`config.mk`:
```
export PLATFORM = sky130hd
export DESIGN_NAME = dmem_arbiter
export DESIGN_NICKNAME = d
export VERILOG_FILES = /design/src/rtl/dmem_arbiter.sv
export SDC_FILE = /design/constraint.sdc
export NUM_CORES = 1
export LEC_CHECK = 0
export CORE_ASPECT_RATIO = 0.8
export CORE_UTILIZATION = 25
export CTS_BUF_LIST = sky130_fd_sc_hd__clkbuf_4 sky130_fd_sc_hd__clkbuf_8
export DETAILED_ROUTE_END_ITERATION = 8
export PLACE_DENSITY = 0.65
export SYNTH_ARGS = -nofsm -noshare
export SYNTH_HDL_FRONTEND = slang
export SYNTH_SLANG_ARGS = --single-unit
export TNS_END_PERCENT = 30
```
`constraint.sdc`:
```
create_clock -name clk -period 2.3 [get_ports clk]
set_input_delay 0.46 -clock clk [delete_from_list [all_inputs] [get_ports clk]]
set_output_delay 0.46 -clock clk [all_outputs]
set_load 0.02 [all_outputs]
```
`src/rtl/dmem_arbiter.sv`:
```
// rtl/dmem_arbiter.sv - round-robin arbiter sharing one DMEM port between the core and a debug/DMA master
module dmem_arbiter #(
  parameter int ADDR_W  = 32,
  parameter int DATA_W  = 32,
  parameter int TIMEOUT = 16
) (
  input  logic              clk,
  input  logic              rst_n,

  // core load/store port
  input  logic              c_req,
  input  logic              c_we,
  input  logic [2:0]        c_funct3,
  input  logic [ADDR_W-1:0] c_addr,
  input  logic [DATA_W-1:0] c_wdata,
  output logic              c_gnt,
  output logic              c_rvalid,
  output logic [DATA_W-1:0] c_rdata,
  output logic              c_err,
  output logic              c_stall,

  // debug / DMA port
  input  logic              d_req,
  input  logic              d_we,
  input  logic [2:0]        d_funct3,
  input  logic [ADDR_W-1:0] d_addr,
  input  logic [DATA_W-1:0] d_wdata,
  output logic              d_gnt,
  output logic              d_rvalid,
  output logic [DATA_W-1:0] d_rdata,
  output logic              d_err,

  // data memory port
  output logic              mem_req,
  output logic              mem_we,
  output logic [2:0]        mem_funct3,
  output logic [ADDR_W-1:0] mem_addr,
  output logic [DATA_W-1:0] mem_wdata,
  input  logic [DATA_W-1:0] mem_rdata,
  input  logic              mem_ready
);

  typedef enum logic [1:0] {
    IDLE   = 2'd0,
    ACCESS = 2'd1,
    DONE   = 2'd2
  } state_t;

  localparam logic       OWNER_C  = 1'b0;
  localparam logic       OWNER_D  = 1'b1;
  localparam logic [7:0] CNT_LAST = 8'(TIMEOUT - 1);

  state_t            state_q,  state_d;
  logic              owner_q,  owner_d;
  logic              last_q,   last_d;
  logic              we_q,     we_d;
  logic [2:0]        funct3_q, funct3_d;
  logic [ADDR_W-1:0] addr_q,   addr_d;
  logic [DATA_W-1:0] wdata_q,  wdata_d;
  logic [DATA_W-1:0] rdata_q,  rdata_d;
  logic              err_q,    err_d;
  logic              gnt_q,    gnt_d;
  logic [7:0]        cnt_q,    cnt_d;

  logic              pick;
  logic              sel_we;
  logic [2:0]        sel_funct3;
  logic [ADDR_W-1:0] sel_addr;
  logic [DATA_W-1:0] sel_wdata;
  logic              misaligned;

  logic              in_access;
  logic              in_done;

  // Winner for an IDLE cycle: a lone requester wins, a tie goes to whoever did not win last.
  // The winner's fields are muxed here so the alignment check sees exactly what gets latched.
  always_comb begin
    pick = OWNER_C;
    if (c_req && d_req) begin
      pick = ~last_q;
    end else if (d_req) begin
      pick = OWNER_D;
    end

    sel_we     = (pick == OWNER_D) ? d_we     : c_we;
    sel_funct3 = (pick == OWNER_D) ? d_funct3 : c_funct3;
    sel_addr   = (pick == OWNER_D) ? d_addr   : c_addr;
    sel_wdata  = (pick == OWNER_D) ? d_wdata  : c_wdata;

    // funct3[1:0] encodes size: 10 word, 01 half, 00 byte (bit 2 is only the sign choice)
    misaligned = 1'b0;
    case (sel_funct3[1:0])
      2'b10:   misaligned = |sel_addr[1:0];
      2'b01:   misaligned = sel_addr[0];
      default: misaligned = 1'b0;
    endcase
  end

  // Next-state logic: accept in IDLE, wait for mem_ready or timeout in ACCESS, respond in DONE.
  always_comb begin
    state_d  = state_q;
    owner_d  = owner_q;
    last_d   = last_q;
    we_d     = we_q;
    funct3_d = funct3_q;
    addr_d   = addr_q;
    wdata_d  = wdata_q;
    rdata_d  = rdata_q;
    err_d    = err_q;
    gnt_d    = 1'b0;
    cnt_d    = cnt_q;

    case (state_q)
      IDLE: begin
        if (c_req || d_req) begin
          owner_d  = pick;
          we_d     = sel_we;
          funct3_d = sel_funct3;
          addr_d   = sel_addr;
          wdata_d  = sel_wdata;
          gnt_d    = 1'b1;
          cnt_d    = '0;
          rdata_d  = '0;
          err_d    = misaligned;
          // a misaligned request never touches memory; it is answered with an error directly
          if (misaligned) begin
            state_d = DONE;
          end else begin
            state_d = ACCESS;
          end
        end
      end

      ACCESS: begin
        if (mem_ready) begin
          rdata_d = we_q ? '0 : mem_rdata;
          err_d   = 1'b0;
          state_d = DONE;
        end else if (cnt_q == CNT_LAST) begin
          rdata_d = '0;
          err_d   = 1'b1;
          state_d = DONE;
        end else begin
          cnt_d = cnt_q + 8'd1;
        end
      end

      DONE: begin
        last_d  = owner_q;
        cnt_d   = '0;
        state_d = IDLE;
      end

      default: begin
        state_d = IDLE;
      end
    endcase
  end

  // State and latched-request registers; reset leaves D as last winner so C takes the first tie.
  always_ff @(posedge clk or negedge rst_n) begin
    if (!rst_n) begin
      state_q  <= IDLE;
      owner_q  <= OWNER_C;
      last_q   <= OWNER_D;
      we_q     <= 1'b0;
      funct3_q <= '0;
      addr_q   <= '0;
      wdata_q  <= '0;
      rdata_q  <= '0;
      err_q    <= 1'b0;
      gnt_q    <= 1'b0;
      cnt_q    <= '0;
    end else begin
      state_q  <= state_d;
      owner_q  <= owner_d;
      last_q   <= last_d;
      we_q     <= we_d;
      funct3_q <= funct3_d;
      addr_q   <= addr_d;
      wdata_q  <= wdata_d;
      rdata_q  <= rdata_d;
      err_q    <= err_d;
      gnt_q    <= gnt_d;
      cnt_q    <= cnt_d;
    end
  end

  // Output decode: memory bus only carries the latched request in ACCESS, responses go to the owner only.
  always_comb begin
    in_access  = (state_q == ACCESS);
    in_done    = (state_q == DONE);

    mem_req    = in_access;
    mem_we     = in_access & we_q;
    mem_funct3 = in_access ? funct3_q : '0;
    mem_addr   = in_access ? addr_q   : '0;
    mem_wdata  = in_access ? wdata_q  : '0;

    c_gnt      = gnt_q & (owner_q == OWNER_C);
    d_gnt      = gnt_q & (owner_q == OWNER_D);

    c_rvalid   = in_done & (owner_q == OWNER_C);
    d_rvalid   = in_done & (owner_q == OWNER_D);
    c_rdata    = c_rvalid ? rdata_q : '0;
    d_rdata    = d_rvalid ? rdata_q : '0;
    c_err      = c_rvalid & err_q;
    d_err      = d_rvalid & err_q;

    // the core holds its PC from request until the response cycle, even while D owns memory
    c_stall    = c_req & ~c_rvalid;
  end

endmodule

```
; Yosys cells after proc, flatten, opt, wreduce, memory -nomap -nowiden
; Index checks and enable logic that the tools add are counted.
[classes]
addsub = 1
eq_ne = 9
muxes = 32
n_bitwise = 11
reduce_logical = 10
[ops]
columns = op, n
row1 = $mux 32, 10
row2 = $pmux 32 s2, 1
row3 = $mux 8, 3
row4 = $pmux 8 s3, 1
row5 = $add 8x1->8 const B, 1
row6 = $and 1x1->1, 8
row7 = $eq 8x4->1 const B, 1
row8 = $mux 1, 8
row9 = $mux 2, 4
row10 = $mux 3, 2
row11 = $ne 2x2->1 const B, 3
row12 = $eq 2x1->1 const B, 2
row13 = $eq 2x2->1 const B, 2
row14 = $pmux 1 s2, 2
row15 = $pmux 2 s2, 1
row16 = $reduce_and 2->1, 2
row17 = $reduce_and 4->1, 1
row18 = $ne 3x1->1 const B, 1
row19 = $not 1->1, 3
row20 = $reduce_and 3->1, 1
row21 = $reduce_bool 3->1, 1
row22 = $logic_not 2->1, 1
row23 = $reduce_bool 2->1, 1
row24 = $reduce_or 2->1, 1
row25 = 2 further kinds, 2
[word_totals]
reg_bits = 114
inputBits = 173
output_inout_bits = 140
elab_cells = 74

; Logic depth before layout (Yosys ltp)
; Gate-level depths: netlist of the first run.
[logic_depth]
ltp_word = 8
mapped_depth = 9
mapped_depth_nobuf = 7

; Worst setup path before layout of the first run
; No wires, ideal clock.
[synth_timing]
path_kind = reg-to-output
startpoint = register state_q[0]
endpoint = output port mem_wdata[22]
arrival_ps = 1617
t_required_ps = 1840
slack_ps = 223
stages_incl_launch_ff = 6
n_path_buf = 2
cell_sequence = dfrtp_1 > or2b_1 > clkbuf_2 > inv_1 > clkbuf_1 > and2_1
[synth_between]
elab_chain_len = 2
[synth_rtl]
columns = item, line
row1 = start: declaration, 53  ; state_t state_q, state_d;
row2 = start signal: assignment, 175  ; state_q <= state_d;
row3 = $eq 2x1->1, 191  ; in_access = (state_q == ACCESS);
row4 = named net mem_req, 34  ; output logic mem_req,
row5 = $mux 32, 198  ; mem_wdata = in_access ? wdata_q : '0;
row6 = end: declaration, 38  ; output logic [DATA_W-1:0] mem_wdata,
; The timed path passes the listed nets, and every way through them passes these cells.

; Worst setup path in the final report of the first run
[layout_timing]
startpoint = register owner_q
endpoint = output port c_gnt
[layout_between]
elab_chain_len = 2
[layout_rtl]
columns = item, line
row1 = start: declaration, 54  ; logic owner_q, owner_d;
row2 = start signal: assignment, 176  ; owner_q <= owner_d;
row3 = $not 1->1, 200  ; c_gnt = gnt_q & (owner_q == OWNER_C);
row4 = $and 1x1->1, 200
row5 = end: declaration, 16  ; output logic c_gnt,
; No other way between the ends.

==> impl_metrics.yaml, run 1 <==
grt:
  antenna_found_initial: 3
  grt_max_degree: 115
  grt_pass1_vias: 5402
  grt_pass1_wl_mm: 30.6
  grt_overflow: 0
  track_usage_pct: 16.3
yosys:
  synth_cell_types: 39
  synth_edf_count: 0
  syn_avg_cell_area_sq_um: 9.76
  synthMuxAreaShare_pct: 11.7
  syn_inst: 606
  synth_xor_area_share_pct: 0
  synth_compound_area_share_pct: 13.6
  ys.flop_type: "dfrtp_1"
  yosysWarnings: 0
  ys_seq_area_share_pct: 48.3
  synth_top_family_by_area: "simple AND/OR/NAND/NOR gates"
  ys_ff_latch: 114
  synth-simple-area-share_pct: 22.3
  synthesis.nets: 782
  async_flop_share_pct: 100
  synthAdderAreaFrac_pct: 0.635
  syn_area_sq_um: 5910
sta:
  finalHoldViolations: 0
  fin_crit_ns: 2.19
  fmax_mhz: 457
  setup_violations: 0
  hold_ws_ns: 0.0378
  finalMaxSlewViolations: 0
  rsz0062_at_grt: "yes"
  period_share_pct: 95.2
  skew_ns: 0.0138
  slew_headroom_pct: 51.2
  worst_pin_slew_ns: 0.733
floorplanning:
  initial_utilization_pct: 25.9
  fp.coreArea_sq_um: 22900
  io_pins: 313
  rows: 49
  die_w_microns: 174
  die_area_sq_um: 24300
  die_h_microns: 140
setup_path:
  worst-path-max-fanout: 5
  cp-end-kind: "primary output"
  start_kind: "flip-flop"
  path_class: "flip-flop to primary output"
  crit_arrival_ns: 1.73
  cp.required_ns: 1.84
clock_network:
  cts_hold_buf: 0
  clock_latency_ns: 0.43
  cts_tree: "built"
  cts_buffers: 17
  cts_sinks: 114
  cts_root_buf: "clkbuf_8"
  path_clk_slew_ns: 0.08
  post-cts-setup-buffer-count: 0
  cts_max_level: 4
  clockBufferDepth: 2
detailed_routing:
  wl_per_cell_microns: 15.5
  postRouteAntennaNets: 0
  vias_per_cell: 4.37
  wl_mm: 19.3
  first_pass_iters: 4
  drt_iter0_markers: 213
  remaining_drc_errors: 0
  vias: 5432
pwr:
  cell_internal_pwr_uw: 6030
  power_frac_seq_pct: 33.4
  power.share.clock_pct: 20.9
  combPwrFrac_pct: 45.7
  power.switching_uw: 3820
  swShare_pct: 38.8
  power_uw: 9860
  ir_drop_v: 0.000404
  p_leak_uw: 0.00456
  power.density_nw_per_um2: 1020
placement:
  finalWeightedCongestion: 0.797
  io_buffers: 312
  hpwl_mm: 14.3
  placed_area_sq_um: 9590
  dp_cells: 1207
finish:
  post-route-cell-area_sq_um: 9670
  finish.utilization_pct: 42.3
  drive_gt1_share_pct: 22.7
  num-nets-final: 1097
  nFillCells: 2268
  syn_to_final_growth_pct: 63.4
  finalNonFillerCells: 1242
outcome:
  status: "finished, final reports clean"
job:
  timing.max_cap.violations: 0
min_path:
  min_path_type: "primary input to asynchronous set/reset pin"
[registers in the layout (all words and copies together) (netlist names)]
register,cells
state_q,2
last_q,1
addr_q,32
funct3_q,3
cnt_q,8
rdata_q,32
wdata_q,32
we_q,1
gnt_q,1
err_q,1
owner_q,1
[power groups by stage]
| stage | clock network [uW] | logic (uW) | registers (uW) |
|---|---|---|---|
| after floorplan | 0 | 2640 | 3160 |
| after global placement | 0 | 4800 | 3280 |
| after detailed placement | 0 | 4830 | 3310 |
| after CTS | 2150 | 4570 | 3290 |
| after global routing | 2240 | 4980 | 3390 |
| final | 2060 | 4500 | 3290 |
[logic make-up after synthesis]
kind of cell,after synthesis
DFF,114
buffers and inverters,49
adders and majority gates,3
AOI/OAI and AO/OA,128
and+or+nand+nor,243
muxes,69
[per-stage QoR]
step | setup slack [ns] | TNS, ns
after global placement | -0.0161 | -0.0161
after detailed placement | -0.0729 | -0.171
after CTS | 0.000878 | 0
after floorplan | 0.223 | 0
after global routing | -0.0139 | -0.0139
final | 0.109 | 0
[timing repair]
| action | CTS | global route |
|---|---|---|
| setup endpoints to repair | 133 | 136 |
| gates cloned | 1 | 0 |
| gates resized for setup | 463 | 42 |
| pin swaps | 0 | 1 |
[worst max-delay path: stages (launching register included)]
cell and delay (ns):
dfrtp_2 0.45, nor2b_1 0.20, clkdlybuf4s50_1 0.67
[cell usage in the layout (no fill, tap or decap), types with 4 or more instances in the layout]
cell | Yosys | layout
clkdlybuf4s15_2 | 0 | 35
clkbuf_8 | 0 | 18
and2_1 | 134 | 133
bufinv_16 | 0 | 4
o21ai_0 | 77 | 77
dfrtp_1 | 113 | 112
a21oi_1 | 4 | 4
clkinv_2 | 0 | 5
nor3_1 | 4 | 4
buf_12 | 0 | 11
nand2_1 | 77 | 77
clkdlybuf4s50_1 | 0 | 173
buf_2 | 16 | 86
mux2i_1 | 67 | 67
a22o_1 | 33 | 33
nor2_1 | 10 | 8
inv_1 | 6 | 5
buf_4 | 1 | 29
[final timing paths]
kind                       depth (start not counted)        start           to  slack, ns
max in group asynchronous                          2        rst_n      owner_q       1.58
min reg2reg                                        2  wdata_q[22]  wdata_q[22]       0.47
max reg2reg                                        6   state_q[1]     cnt_q[7]       0.48
min                                                2        rst_n   addr_q[24]       0.04
min in group clk                                   2  wdata_q[22]  wdata_q[22]       0.47
max                                                2      owner_q        c_gnt       0.11
[synthesized netlist by cell type, drive strengths merged, types with 4 or more instances]
library cell	n	area share (%)
nor3	4	0.34
clkbuf	26	1.7
nand2	77	4.9
inv	6	0.38
a22o	33	4.9
buf	17	1.5
a21oi	4	0.34
dfrtp	113	48
mux2i	67	11
o21ai	81	7.0
and2	134	14
nor2	10	0.63
[layout make-up]
type / count / area (sq um) / share of cell area (%)
diodes: 3 / 7.51 / 0.0777
clock buffers: 20 / 263 / 2.72
clock inverters: 11 / 161 / 1.67
inverters: 6 / 30.0 / 0.311
multi-input cells: 443 / 2910 / 30.1
flip-flops and latches: 114 / 2860 / 29.5
well taps: 306 / 383 / 3.96
repair buffers: 339 / 3060 / 31.6
[routing by layer]
metal / share of wire [%] / GRT usage, % / routed length, microns / vias up
li1: - / - / - / 2706
met3: 8.4 / 6.15 / 1630 / 12
met2: 47 / 26.7 / 9120 / 227
met4: 0.99 / 4.06 / 192 / 0
met1: 43 / 20.2 / 8370 / 2487
met5: 0 / 0 / 0 / -
No activity file was read; power rests on OpenSTA's default activity.
==> inputs of run 2 (changes only) <==
--- a/config.mk
+++ b/config.mk
@@ -9,6 +9,8 @@
 export CORE_UTILIZATION = 25
 export CTS_BUF_LIST = sky130_fd_sc_hd__clkbuf_4 sky130_fd_sc_hd__clkbuf_8
 export DETAILED_ROUTE_END_ITERATION = 8
+export GPL_ROUTABILITY_DRIVEN = 0
+export MAX_ROUTING_LAYER = met4
 export PLACE_DENSITY = 0.65
 export SYNTH_ARGS = -nofsm -noshare
 export SYNTH_HDL_FRONTEND = slang
==> constraint.sdc (replaced) <==
create_clock -name clk -period 2.3 [get_ports clk]
set_input_delay 0.23 -clock clk [delete_from_list [all_inputs] [get_ports clk]]
set_output_delay 0.23 -clock clk [all_outputs]
set_load 0.02 [all_outputs]
==> run 2 against run 1 <==
  * Clock power is 11% lower
  * Clock skew hardly changed
  * Fmax is 0.75% higher
  * Sequential cell count stayed put
  * Non-clock buffer count is 9 lower
  * Core utilization is 0.12 points lower
  * Combinational power is 4.7% lower
==> impl_metrics.yaml, run 2 (same netlist as run 1, synthesis figures left out) <==
setup_path:
  cp_slowest_stage_delay_ns: 0.44
  r2r_start: "cnt_q[4]"
  crit_path_top_delay_cell: "dfrtp_1"
  worst-path-max-fanout: 33
  crit_chain: "or2b_1 > inv_2 > buf_12 > and2_1 > dlygate4sd2_1"
  r2r.worst_path.cells: 5
  path_class: "flip-flop to primary output"
  cp-end-kind: "primary output"
  r2r-end: "rdata_q[4]"
  crit_arrival_ns: 1.94
  start_kind: "flip-flop"
  reg2reg_slack_ns: 0.42
  cp.required_ns: 2.07
detailed_routing:
  wl_mm: 18.8
  drt_iter0_markers: 182
  postRouteAntennaNets: 0
  vias_per_cell: 4.34
  first_pass_iters: 4
  wl_per_cell_microns: 15.2
  remaining_drc_errors: 0
  vias: 5342
floorplanning:
  die_h_microns: 140
  die_area_sq_um: 24300
  die_w_microns: 174
  io_pins: 313
  fp.coreArea_sq_um: 22900
  initial_utilization_pct: 25.9
  rows: 49
pwr:
  ir_drop_v: 0.000430
  power.density_nw_per_um2: 978
  p_leak_uw: 0.00471
  power_uw: 9430
finish:
  finalNonFillerCells: 1232
  top_regs: "addr_q: 32 flops, rdata_q: 32 flops, wdata_q: 32 flops"
  syn_to_final_growth_pct: 63.0
  num-nets-final: 1088
  most-common-layout-cells: "clkdlybuf4s50_1, and2_1, dfrtp_1"
  nFillCells: 2304
  mostFrequentLayoutCell: "clkdlybuf4s50_1"
  drive_gt1_share_pct: 11.2
sta:
  finalHoldViolations: 0
  fin_crit_ns: 2.17
  fin_tns_setup_ns: 0
  fmax_mhz: 460
  setup_violations: 0
  worst_pin_slew_ns: 0.640
  skew_ns: 0.0138
  finalMaxSlewViolations: 0
  rsz0062_at_grt: "no"
  slew_headroom_pct: 57.3
  period_share_pct: 94.5
min_path:
  min_to: "rdata_q[19]"
  min_path_type: "primary input to flip-flop"
  hold_path_depth: 2
  hold_start: "mem_rdata[19]"
grt:
  antenna_found_initial: 2
  grt_pass1_vias: 5392
  grt_max_degree: 115
  grt_overflow: 0
  track_usage_pct: 16.3
  grt_pass1_wl_mm: 29.9
clock_network:
  path_clk_slew_ns: 0.07
  cts_tree: "built"
  cts_max_level: 4
  clockBufferDepth: 2
  post-cts-setup-buffer-count: 0
  clock_latency_ns: 0.42
  cts_sinks: 114
  cts_buffers: 17
  cts_root_buf: "clkbuf_8"
placement:
  io_buffers: 312
  hpwl_mm: 14.2
  dp_cells: 1198
job:
  timing.max_cap.violations: 0
outcome:
  status: "finished, final reports clean"
-- run 2: cell count changes in the layout (fill, tap and decap cells not counted), sizes merged, moves of 2 or more --
cell / previous run / this run
clkinvlp: 1 / 3
buf: 127 / 22
dlymetal6s2s: 0 / 2
clkdlybuf4s15: 36 / 20
clkbuf: 20 / 55
dlygate4sd2: 3 / 77
bufinv: 4 / 2
-- run 2: worst max-delay path: cells and delay by family (launching register included) --
family                 cells  cell delay [ns]
AND/OR/NAND/NOR            2             0.45
buffers and inverters      3             0.62
flip-flops                 1             0.44
-- run 2: metrics by stage --
stage / area, sq um / util (%) / worst slack, ns / hold slack [ns]
2_1_floorplan: 5910 / - / 0.355 / -0.0656
3_3_place_gp: 9500 / 41.5 / 0.206 / 0.374
3_5_place_dp: 9500 / 41.5 / 0.152 / 0.376
4_1_cts: 9730 / 42.5 / 0.00122 / 0.375
5_1_grt: 9640 / 42.1 / 0.000164 / 0.386
6_report: 9640 / 42.2 / 0.126 / 0.419
-- run 2: layer usage --
metal  share of wire [%]  up-vias  GRT usage [%]
met4                 1.4        0           4.29
met2                  46      234           25.8
met5                   0        -              -
li1                    -     2676              -
met1                  45     2417           20.2
met3                 7.5       15           4.97
-- run 2: where the power goes --
group | internal, uW | leakage [uW] | switching [uW]
registers | 2830 | 0.00146 | 464
logic | 1840 | 0.00306 | 2450
clock network | 1010 | 0.000190 | 827
total | 5680 | 0.00471 | 3740
-- run 2: repair_timing --
action | CTS | global route
hold buffers | 1 | 0
setup endpoints to repair | 134 | 87
hold endpoints to repair | 113 | 0
gates resized for setup | 134 | 93
-- run 2: how the worst max path moves through the flow --
stage | end | slack (ns) | startpoint
2_1_floorplan | err_q | 0.36 | last_q
3_3_place_gp | err_q | 0.21 | d_req
3_5_place_dp | err_q | 0.15 | d_req
4_1_cts | c_stall | 0.001 | state_q[0]
5_1_grt | mem_wdata[10] | 0.0002 | state_q[1]
6_report | mem_addr[13] | 0.13 | state_q[1]
-- run 2: layout make-up --
class / count / area [sq um] / area share (%)
Timing Repair Buffer: 330 / 3090 / 32.1
Multi-Input combinational cell: 443 / 2900 / 30.1
Clock inverter: 10 / 111 / 1.16
Sequential cell: 114 / 2850 / 29.6
Tap cell: 306 / 383 / 3.97
Antenna cell: 3 / 7.51 / 0.0779
Clock buffer: 20 / 269 / 2.79
Inverter: 6 / 22.5 / 0.234
==> inputs of run 3 (changes only) <==
--- a/config.mk
+++ b/config.mk
@@ -5,12 +5,12 @@
 export SDC_FILE = /design/constraint.sdc
 export NUM_CORES = 1
 export LEC_CHECK = 0
+export CAP_MARGIN = 10
 export CORE_ASPECT_RATIO = 0.8
 export CORE_UTILIZATION = 25
 export CTS_BUF_LIST = sky130_fd_sc_hd__clkbuf_4 sky130_fd_sc_hd__clkbuf_8
 export DETAILED_ROUTE_END_ITERATION = 8
 export GPL_ROUTABILITY_DRIVEN = 0
-export MAX_ROUTING_LAYER = met4
 export PLACE_DENSITY = 0.65
 export SYNTH_ARGS = -nofsm -noshare
 export SYNTH_HDL_FRONTEND = slang
==> run 3 against run 2 <==
  * Core utilization down 0.088 points
  * Via count hardly changed
  * Critical path depth unchanged
  * Hold slack lost 0.0034 ns
  * Critical endpoint unchanged
  * Clock skew down 0.0018 ns
  * Register-to-register slack is essentially flat
  * First-iteration DRC count up 24%
  * Sequential cell count is the same
  * Highest routed layer unchanged
  * Count of clock-buffer cells in the layout is the same
  * Power barely moved
==> impl_metrics.yaml, run 3 (same netlist as run 1, synthesis figures left out) <==
sta:
  worst_slack_ns: 0.147
  finalHoldViolations: 0
  worst_pin_slew_ns: 0.633
  fin_tns_setup_ns: 0
  slew_headroom_pct: 57.8
  fin_crit_ns: 2.15
  finalMaxSlewViolations: 0
  period_share_pct: 93.6
  fmax_mhz: 465
  setup_violations: 0
  hold_ws_ns: 0.416
  skew_ns: 0.0120
  rsz0062_at_grt: "no"
finish:
  most-common-layout-cells: "clkdlybuf4s50_1, and2_1, dfrtp_1"
  regArea_sq_um: 2850
  top_regs: "addr_q: 32 flops, rdata_q: 32 flops, wdata_q: 32 flops"
  syn_to_final_growth_pct: 62.6
  nFillCells: 2305
  drive_gt1_share_pct: 11.7
  multi_input_area_sq_um: 2900
  finalNonFillerCells: 1232
  mostFrequentLayoutCell: "clkdlybuf4s50_1"
  num-nets-final: 1088
setup_path:
  cp-end-kind: "primary output"
  crit_buf_inv: 3
  cp_slowest_stage_delay_ns: 0.44
  crit_chain: "or2b_1 > inv_2 > buf_12 > and2_1 > clkdlybuf4s15_1"
  crit_family: "buffers and inverters"
  worst-path-max-fanout: 33
  cp-startpoint: "state_q[1]"
  path_class: "flip-flop to primary output"
  start_kind: "flip-flop"
  r2r_start: "cnt_q[4]"
  crit_path_top_delay_cell: "dfrtp_1"
  crit_arrival_ns: 1.92
  cp.required_ns: 2.07
floorplanning:
  die_w_microns: 174
  die_area_sq_um: 24300
  initial_utilization_pct: 25.9
  io_pins: 313
  die_h_microns: 140
  rows: 49
  fp.coreArea_sq_um: 22900
clock_network:
  clock_latency_ns: 0.42
  post-cts-setup-buffer-count: 0
  cts_tree: "built"
  clockBufferDepth: 2
  cts_max_level: 4
  cts_root_buf: "clkbuf_8"
  path_clk_slew_ns: 0.07
  cts_buffers: 17
  cts_sinks: 114
min_path:
  min_path_type: "primary input to flip-flop"
  hold_start: "mem_rdata[19]"
outcome:
  status: "finished, final reports clean"
placement:
  pre_cts_ws_ns: 0.152
  hpwl_mm: 14.2
  io_buffers: 312
  dp_cells: 1198
detailed_routing:
  first_pass_iters: 4
  wl_per_cell_microns: 15.2
  vias: 5337
  remaining_drc_errors: 0
  drt_iter0_markers: 225
  postRouteAntennaNets: 0
  wl_mm: 18.8
  vias_per_cell: 4.33
pwr:
  ir_drop_v: 0.000431
  p_leak_uw: 0.00469
  power.density_nw_per_um2: 979
grt:
  grt_pass1_vias: 5400
  grt_max_degree: 115
  grt_pass1_wl_mm: 29.9
  antenna_found_initial: 2
  grt_overflow: 0
  track_usage_pct: 15.9
job:
  timing.max_cap.violations: 0
## run 3: changes by cell type in the layout (fill, tap and decap cells not counted), sizes merged
cell           previous run  this run
clkbuf                   55        60
clkdlybuf4s15            20        19
dlygate4sd2              77        73
## run 3: what timing repair did
action | 4_1_cts | 5_1_grt
hold buffers | 1 | 0
resized for setup | 134 | 102
setup endpoints to repair | 134 | 91
hold endpoints to repair | 113 | 0
## run 3: metal layers
| metal | vias up | track usage, % | routed length, microns | part of all wire, % |
|---|---|---|---|---|
| met2 | 230 | 25.7 | 8620 | 46 |
| met4 | 0 | 4.29 | 279 | 1.5 |
| met5 | - | 0 | 0 | 0 |
| met1 | 2416 | 20.0 | 8330 | 44 |
| li1 | 2674 | - | - | - |
| met3 | 17 | 5.60 | 1530 | 8.2 |
## run 3: layout make-up
class	instances	share of cell area, %
well taps	306	3.98
clock buffers	20	2.80
repair buffers	330	32.0
inverters	6	0.234
multi-input cells	443	30.1
clock inverters	10	1.16
diodes	3	0.0780
flip-flops and latches	114	29.7
## run 3: worst register-to-register path: cells and delay by family (launching register included)
kind | cells | cell delay (ns)
buffers and inverters | 1 | 0.18
DFF | 1 | 0.47
AOI/OAI and AO/OA | 2 | 0.31
and+or+nand+nor | 2 | 0.80
## run 3: metrics by stage
| stage | util, % | power (uW) | instance area (sq um) |
|---|---|---|---|
| detailed placement | 41.5 | 8030 | 9500 |
| global placement | 41.5 | 7970 | 9500 |
| global route | 42.0 | 10200 | 9610 |
| floorplan | - | 5800 | 5910 |
| finish | 42.1 | 9420 | 9620 |
| CTS | 42.5 | 9640 | 9730 |
## run 3: path summary, 6_finish.rpt
path	end	slack, ns	cells after the start
min	rdata_q[19]	0.42	2
min reg2reg	addr_q[0]	0.47	2
min in group asynchronous	addr_q[17]	0.43	3
max reg2reg	rdata_q[14]	0.43	5
max in group asynchronous	rdata_q[2]	1.38	3
max	mem_addr[13]	0.15	5
## run 3: report_power, final
part	switching (uW)	total (uW)	internal [uW]
registers	465	3300	2830
logic	2450	4280	1830
clock network	828	1840	1010
total	3740	9420	5670
